## config.mk

```make
export PLATFORM = sky130hd
export DESIGN_NAME = mips_main_fsm
export DESIGN_NICKNAME = d
export VERILOG_FILES = /design/src/rtl/mips_main_fsm.sv
export SDC_FILE = /design/constraint.sdc
export NUM_CORES = 1
export LEC_CHECK = 0
export BUFFER_PORTS_ARGS = -buffer_cell sky130_fd_sc_hd__buf_2
export CORE_UTILIZATION = 51
export CTS_CLUSTER_SIZE = 40
export DETAILED_ROUTE_END_ITERATION = 8
export GPL_TIMING_DRIVEN = 0
export PLACE_DENSITY = 0.85
export SYNTH_ARGS = -nofsm -noshare
export SYNTH_HDL_FRONTEND = slang
export SYNTH_SLANG_ARGS = --single-unit
```

## constraint.sdc

```tcl
create_clock -name clk -period 2.5 [get_ports clk]
set_input_delay 0.5 -clock clk [delete_from_list [all_inputs] [get_ports clk]]
set_output_delay 0.5 -clock clk [all_outputs]
set_load 0.05 [all_outputs]
```

## src/rtl/mips_main_fsm.sv

```systemverilog
// Multi-cycle main control FSM for the MIPS core (Moore, one state per cycle).
// Decodes IR opcode/funct and sequences every mips_datapath control strobe.
// Ports:
//   clk, rst (synchronous, active-high)
//   ir_opcode, ir_funct       : IR[31:26], IR[5:0]
//   alu_opcode                : operation code for ALU control
//   pc_write_cond, pc_write   : conditional / unconditional PC load
//   i_or_d, mem_read/write    : memory address select and strobes
//   mem_to_reg, ir_write      : write-data select, IR load
//   is_signed                 : immediate sign-extend select
//   pc_source, alu_src_a/b    : mux selects
//   reg_write, reg_dest       : register-file write enable, rd/rt select
//   jump_and_link             : write PC into r31
//   fsm_state                 : 4-bit debug view of the state register
// Optional feature: define MIPS_JAL_EN to build the JAL state (opcode 0x03).
module mips_main_fsm (
    input  logic       clk,
    input  logic       rst,
    input  logic [5:0] ir_opcode,
    input  logic [5:0] ir_funct,
    output logic [5:0] alu_opcode,
    output logic       pc_write_cond,
    output logic       pc_write,
    output logic       i_or_d,
    output logic       mem_read,
    output logic       mem_write,
    output logic       mem_to_reg,
    output logic       ir_write,
    output logic       is_signed,
    output logic [1:0] pc_source,
    output logic       alu_src_a,
    output logic [1:0] alu_src_b,
    output logic       reg_write,
    output logic       reg_dest,
    output logic       jump_and_link,
    output logic [3:0] fsm_state
);

    localparam int unsigned STATE_W = 5;

    // More states than 4 bits can name; HALT and JAL live above 0xF and
    // alias onto the debug view (HALT reads as 0x0 like INIT, both drive
    // nothing; JAL reads as 0xF like JUMP, its close sibling).
    typedef enum logic [STATE_W-1:0] {
        S_INIT       = 5'h00,
        S_FETCH      = 5'h01,
        S_FETCH_WAIT = 5'h02,
        S_DECODE     = 5'h03,
        S_RTYPE_EXEC = 5'h04,
        S_RTYPE_WB   = 5'h05,
        S_ITYPE_EXEC = 5'h06,
        S_ITYPE_WB   = 5'h07,
        S_MEM_ADDR   = 5'h08,
        S_MEM_READ   = 5'h09,
        S_LOAD_WAIT  = 5'h0A,
        S_LOAD_WB    = 5'h0B,
        S_MEM_WRITE  = 5'h0C,
        S_BRANCH     = 5'h0D,
        S_JR         = 5'h0E,
        S_JUMP       = 5'h0F,
        S_HALT       = 5'h10
`ifdef MIPS_JAL_EN
        , S_JAL      = 5'h1F
`endif
    } state_t;

    typedef struct packed {
        logic [5:0] alu_opcode;
        logic       pc_write_cond;
        logic       pc_write;
        logic       i_or_d;
        logic       mem_read;
        logic       mem_write;
        logic       mem_to_reg;
        logic       ir_write;
        logic       is_signed;
        logic [1:0] pc_source;
        logic       alu_src_a;
        logic [1:0] alu_src_b;
        logic       reg_write;
        logic       reg_dest;
    } ctrl_t;

    state_t state_q, state_d;
    ctrl_t  ctrl_q, ctrl_d;
`ifdef MIPS_JAL_EN
    logic   jal_q, jal_d;
`endif

    // Next state, then the control word of that next state so the outputs
    // are registered yet line up with the state they belong to.
    always_comb begin
        state_d = S_FETCH;
        ctrl_d  = '0;
`ifdef MIPS_JAL_EN
        jal_d   = 1'b0;
`endif
        case (state_q)
            S_INIT:       state_d = S_FETCH;
            S_FETCH:      state_d = S_FETCH_WAIT;
            S_FETCH_WAIT: state_d = S_DECODE;
            S_DECODE: begin
                case (ir_opcode)
                    6'h00:        state_d = (ir_funct == 6'h08) ? S_JR : S_RTYPE_EXEC;
                    6'h23, 6'h2B: state_d = S_MEM_ADDR;
                    6'h09, 6'h0A, 6'h0B,
                    6'h0C, 6'h0D, 6'h0E: state_d = S_ITYPE_EXEC;
                    6'h01, 6'h04, 6'h05,
                    6'h06, 6'h07: state_d = S_BRANCH;
                    6'h02:        state_d = S_JUMP;
`ifdef MIPS_JAL_EN
                    6'h03:        state_d = S_JAL;
`endif
                    6'h3F:        state_d = S_HALT;
                    default:      state_d = S_FETCH;
                endcase
            end
            S_RTYPE_EXEC: state_d = S_RTYPE_WB;
            S_ITYPE_EXEC: state_d = S_ITYPE_WB;
            S_MEM_ADDR:   state_d = (ir_opcode == 6'h23) ? S_MEM_READ : S_MEM_WRITE;
            S_MEM_READ:   state_d = S_LOAD_WAIT;
            S_LOAD_WAIT:  state_d = S_LOAD_WB;
            S_HALT:       state_d = S_HALT;
            default:      state_d = S_FETCH;
        endcase

        case (state_d)
            S_FETCH: begin
                ctrl_d.mem_read   = 1'b1;
                ctrl_d.alu_src_b  = 2'b01;
                ctrl_d.alu_opcode = 6'h21;
                ctrl_d.pc_write   = 1'b1;
            end
            S_FETCH_WAIT: ctrl_d.ir_write = 1'b1;
            S_DECODE: begin
                ctrl_d.alu_src_b  = 2'b11;
                ctrl_d.is_signed  = 1'b1;
                ctrl_d.alu_opcode = 6'h21;
            end
            S_RTYPE_EXEC: begin
                ctrl_d.alu_src_a  = 1'b1;
                ctrl_d.alu_opcode = ir_funct;
            end
            S_RTYPE_WB: begin
                ctrl_d.reg_write  = 1'b1;
                ctrl_d.reg_dest   = 1'b1;
                ctrl_d.alu_opcode = ir_funct;
            end
            S_ITYPE_EXEC, S_ITYPE_WB: begin
                ctrl_d.alu_src_a  = 1'b1;
                ctrl_d.alu_src_b  = 2'b10;
                ctrl_d.alu_opcode = ir_opcode;
                // logical immediates (andi/ori/xori) zero-extend
                ctrl_d.is_signed  = !(ir_opcode inside {6'h0C, 6'h0D, 6'h0E});
                ctrl_d.reg_write  = (state_d == S_ITYPE_WB);
            end
            S_MEM_ADDR: begin
                ctrl_d.alu_src_a  = 1'b1;
                ctrl_d.alu_src_b  = 2'b10;
                ctrl_d.is_signed  = 1'b1;
                ctrl_d.alu_opcode = 6'h21;
            end
            S_MEM_READ: begin
                ctrl_d.i_or_d   = 1'b1;
                ctrl_d.mem_read = 1'b1;
            end
            S_LOAD_WB: begin
                ctrl_d.reg_write  = 1'b1;
                ctrl_d.mem_to_reg = 1'b1;
            end
            S_MEM_WRITE: begin
                ctrl_d.i_or_d    = 1'b1;
                ctrl_d.mem_write = 1'b1;
            end
            S_BRANCH: begin
                ctrl_d.alu_src_a     = 1'b1;
                ctrl_d.alu_opcode    = ir_opcode;
                ctrl_d.pc_source     = 2'b01;
                ctrl_d.pc_write_cond = 1'b1;
            end
            S_JR: begin
                ctrl_d.alu_src_a  = 1'b1;
                ctrl_d.alu_opcode = 6'h08;
                ctrl_d.pc_write   = 1'b1;
            end
            S_JUMP: begin
                ctrl_d.pc_source = 2'b10;
                ctrl_d.pc_write  = 1'b1;
            end
`ifdef MIPS_JAL_EN
            S_JAL: begin
                ctrl_d.pc_source = 2'b10;
                ctrl_d.pc_write  = 1'b1;
                ctrl_d.reg_write = 1'b1;
                jal_d            = 1'b1;
            end
`endif
            default: ctrl_d = '0;
        endcase
    end

    // State and control-word registers
    always_ff @(posedge clk) begin
        if (rst) begin
            state_q <= S_INIT;
            ctrl_q  <= '0;
`ifdef MIPS_JAL_EN
            jal_q   <= 1'b0;
`endif
        end else begin
            state_q <= state_d;
            ctrl_q  <= ctrl_d;
`ifdef MIPS_JAL_EN
            jal_q   <= jal_d;
`endif
        end
    end

    assign alu_opcode    = ctrl_q.alu_opcode;
    assign pc_write_cond = ctrl_q.pc_write_cond;
    assign pc_write      = ctrl_q.pc_write;
    assign i_or_d        = ctrl_q.i_or_d;
    assign mem_read      = ctrl_q.mem_read;
    assign mem_write     = ctrl_q.mem_write;
    assign mem_to_reg    = ctrl_q.mem_to_reg;
    assign ir_write      = ctrl_q.ir_write;
    assign is_signed     = ctrl_q.is_signed;
    assign pc_source     = ctrl_q.pc_source;
    assign alu_src_a     = ctrl_q.alu_src_a;
    assign alu_src_b     = ctrl_q.alu_src_b;
    assign reg_write     = ctrl_q.reg_write;
    assign reg_dest      = ctrl_q.reg_dest;
    assign fsm_state     = state_q[3:0];
`ifdef MIPS_JAL_EN
    assign jump_and_link = jal_q;
`else
    assign jump_and_link = 1'b0;
`endif

endmodule

```

==> metrics.md <==
| Metric | Value |
|---|---|
| Routed len/inst | 14.2 um |
| Asr flop ratio synth | 0% |
| Placed Area | approximately 1600 um2 |
| Synth area leaders | dfxtp_1 37%, nor2_1 7.1%, buf_4 3.7% |
| Initial DRC count | 53 |
| ANT nets after route | 0 |
| Fillers | roughly 220 |
| Synthesized net count | 185 |
| Core box area | ~2600 um2 |
| Post-synth cell types | 56 |
| Die height | about 55 um |
| Synthesis-to-layout area growth | 21.1% |
| Max_cap viols | 0 |
| Placer Congestion | roughly 0.89 |
| Hold Crit Depth | 3 |
| EDFF count, synth | 0 |
| Drt pass-1 iters | 4 |
| Clk_lat worst skew | 0.33 ns |
| Compound-Gate Fraction of Synth Area | between 20% and 30% |
| Worst rel slew slack | between 50% and 60% |
| DRC | 0 |
| # hold bufs at CTS | 0 |
| Slowest stage delay, CP | 0.37 ns |
| Synthesized area per cell | approximately 8.3 um2 |
| Finished Cell Area | around 1700 um2 |
| Cell accounting for the most synthesized area | dfxtp_1 |
| Clk sink count | 26 |
| Worst-path cell chain | clkbuf_2, and3b_2, nand3_1, a211oi_2, o221ai_1, o31ai_4, a22oi_1, a21oi_1 |
| Crit end category | register |
| CP max stage cell | o31ai_4 |
| First-pass GRT wire length | between 5000 and 6000 um |
| Vias after detailed routing | 1438 |
| Clock Tree Buf Depth | 2 |
| Post-CTS setup buffer count | 0 |
| GRT Resource Usage Total | about a quarter |
| Initial antenna violation count | 0 |
| Hold Vio Cnt, Final | 0 |
| Register area | roughly 520 um2 |
| Hold Crit Class | in -> reg |
| Mapped Cells | between 150 and 200 |
| Io pins | 40 |
| Final WS setup | 0.173 ns |
| Final period util | 93.1% |
| F_max | 430 MHz |
| Register bit total from synthesis | 26 |
| FF-to-FF path depth | 8 |
| Row cnt | 18 |
| Worst Setup Start Kind | register |
| Crit path kind | reg -> reg |
| Req. time, crit path | approximately 2.8 ns |
| Internal | roughly 0.68 mW |
| Maximum VDD drop | 0.562 mV |
| Die width | approximately 55 um |
| TritonCTS buffer count | 3 |
| Largest net degree at the start of global routing | 16 |
| RSZ-0062 raised after global routing | no |
| Net Sw Frac | between 30% and 40% |
| Hold Path End | alu_opcode[3] |
| Synth Flop Type | dfxtp_1 |
| H-tree Lvls | 1 |
| Post-place setup slack | -0.149 ns |
| Post-route insts no fill | roughly 240 |
| Sequential fraction of the synthesis area | between 30 and 40% |
| Largest family of logic cells by synthesized area | simple AND/OR/NAND/NOR gates |
| Post-synthesis adder-cell area fraction | 0% |
| Fin util | 67.2% |
| Crit-path max FO | 8 |
| Top cell type's share of synthesized area | between 30% and 40% |
| Final Skew | ~0.017 ns |
| Vias per Instance | 5.97 |
| Post-synth top cells | 27 x nor2_1, 26 x dfxtp_1, 10 x a21oi_1 |
| Placed cell count | about 240 |
| CP Data Arrival Time | ~2.6 ns |
| Post-Route WL | 3420 um |
| Worst slew pin tran | roughly 0.65 ns |
| Clock Power Share | approximately 28% |
| IO buf count | 36 |
| Status | complete, no violations |
| Synth Area in Simple Gates | between 20 and 30% |
| Switching Power | 0.326 mW |
| Sequential share of power | between 40% and 50% |
| Clk root buf | clkbuf_4 |
| Top-count cell post-synth | nor2_1 |
| Largest register FFs | 6 |
| CTS tree | yes |
| Leak | 0.735 nW |
| Post-CTS Resized | 0 |
| Ant. Diodes | 0 |
| Multi-input logic area | between 800 and 900 um2 |
| Final setup viols | 0 |
| Die Area | around 3000 um2 |
| P per Cell Area | slightly below 600 nW/um2 |
| Vias in the first global route | between 1000 and 1500 |
| Worst r2r dst | alu_opcode[0] |
| GRT overflow | 0 |
| Period minus WS final | ~2.3 ns |
| Synthesized area | around 1400 um2 |
| YS warnings | 0 |
| Critical R2R Launch | state_q[1] |
| Worst-path clk slew | approximately 0.14 ns |
| Initial core utilization | about 55% |
| Hold Startpoint | ir_funct[3] |
| Post-Synth XOR/XNOR Area | under 10% |
| Mux cell area share after synthesis | less than 1% |
| Comb pwr share | ~28% |
| Number of nets in the layout | around 230 |
| Dpl hpwl | 2630 um |
| R2R Setup Slk | ~0.17 ns |
| Final Max Tran Viols | 0 |
| Share of layout cells above drive strength 1 | a little under a third |
[power by group through the flow]
stage / Combinational (mW) / Clock [mW] / Sequential [mW]
2_1_floorplan: 0.144 / 0 / 0.517
3_3_place_gp: 0.263 / 0 / 0.453
3_5_place_dp: 0.269 / 0 / 0.454
4_1_cts: 0.269 / 0.285 / 0.445
5_1_grt: 0.297 / 0.303 / 0.449
6_report: 0.277 / 0.283 / 0.446
[metrics by stage]
stage | TNS (ns) | hold WS, ns | power (mW)
finish | 0 | 0.426 | 1.01
global route | 0 | 0.429 | 1.05
CTS | 0 | 0.428 | 1.00
detailed placement | -0.643 | 0.717 | 0.723
global placement | -0.201 | 0.740 | 0.717
floorplan | 0 | 0.648 | 0.662
[logic make-up (layout without fill, tap and decap cells)]
kind of cell,after synthesis,after routing
and+or+nand+nor,74,74
DFF,26,26
other,1,1
buffers and inverters,21,61
AOI/OAI and AO/OA,46,46
xor gates and xnor gates,2,2
muxes,1,1
[layer usage]
metal | vias to the layer above | share of wire (%) | GRT usage (%) | wire (um)
met1 | 647 | 41 | 30.4 | 1410
met2 | 76 | 49 | 41.0 | 1670
met5 | - | 0 | 0 | 0
met3 | 15 | 6.7 | 1.94 | 228
li1 | 700 | - | - | -
met4 | 0 | 3.2 | 10.3 | 108
[worst max-delay path, delay by kind of cell (launching register included)]
family | cells | cell delay, ns
AOI/OAI and AO/OA | 5 | 1.29
buffers and inverters | 1 | 0.20
DFF | 1 | 0.36
and+or+nand+nor | 2 | 0.43
[worst max-delay path by stage]
stage | start | end | slack, ns | cells past startpoint
floorplan | ir_opcode[1] | alu_opcode[3] | 0.17 | 9
global placement | ir_opcode[2] | alu_opcode[0] | -0.07 | 9
detailed placement | ir_opcode[2] | alu_opcode[0] | -0.15 | 9
CTS | state_q[3] | alu_opcode[0] | 0.02 | 7
global route | state_q[1] | alu_opcode[3] | 0.007 | 9
finish | state_q[1] | alu_opcode[0] | 0.17 | 8
[area by class of cell]
type                    instances  share of cell area, %
clock inverters                 1                   1.74
clock buffers                   3                   1.31
well taps                      30                   2.18
flip-flops and latches         26                   30.2
multi-input cells             124                   47.2
repair buffers                 36                   10.4
inverters                       5                   1.09
plain buffers                  16                   5.81
[cell usage in the layout (no fill, tap or decap), types with 3 or more instances in the layout]
master,n
a211oi_1,3
a21oi_1,10
a22oi_1,6
a31oi_1,3
buf_2,40
buf_4,7
clkbuf_4,3
dfxtp_1,26
inv_1,5
nand2_1,9
nand3_1,5
nand4_1,3
nor2_1,26
nor3_1,6
o211ai_1,3
or2_1,3
(Power assumes the default switching activity.)
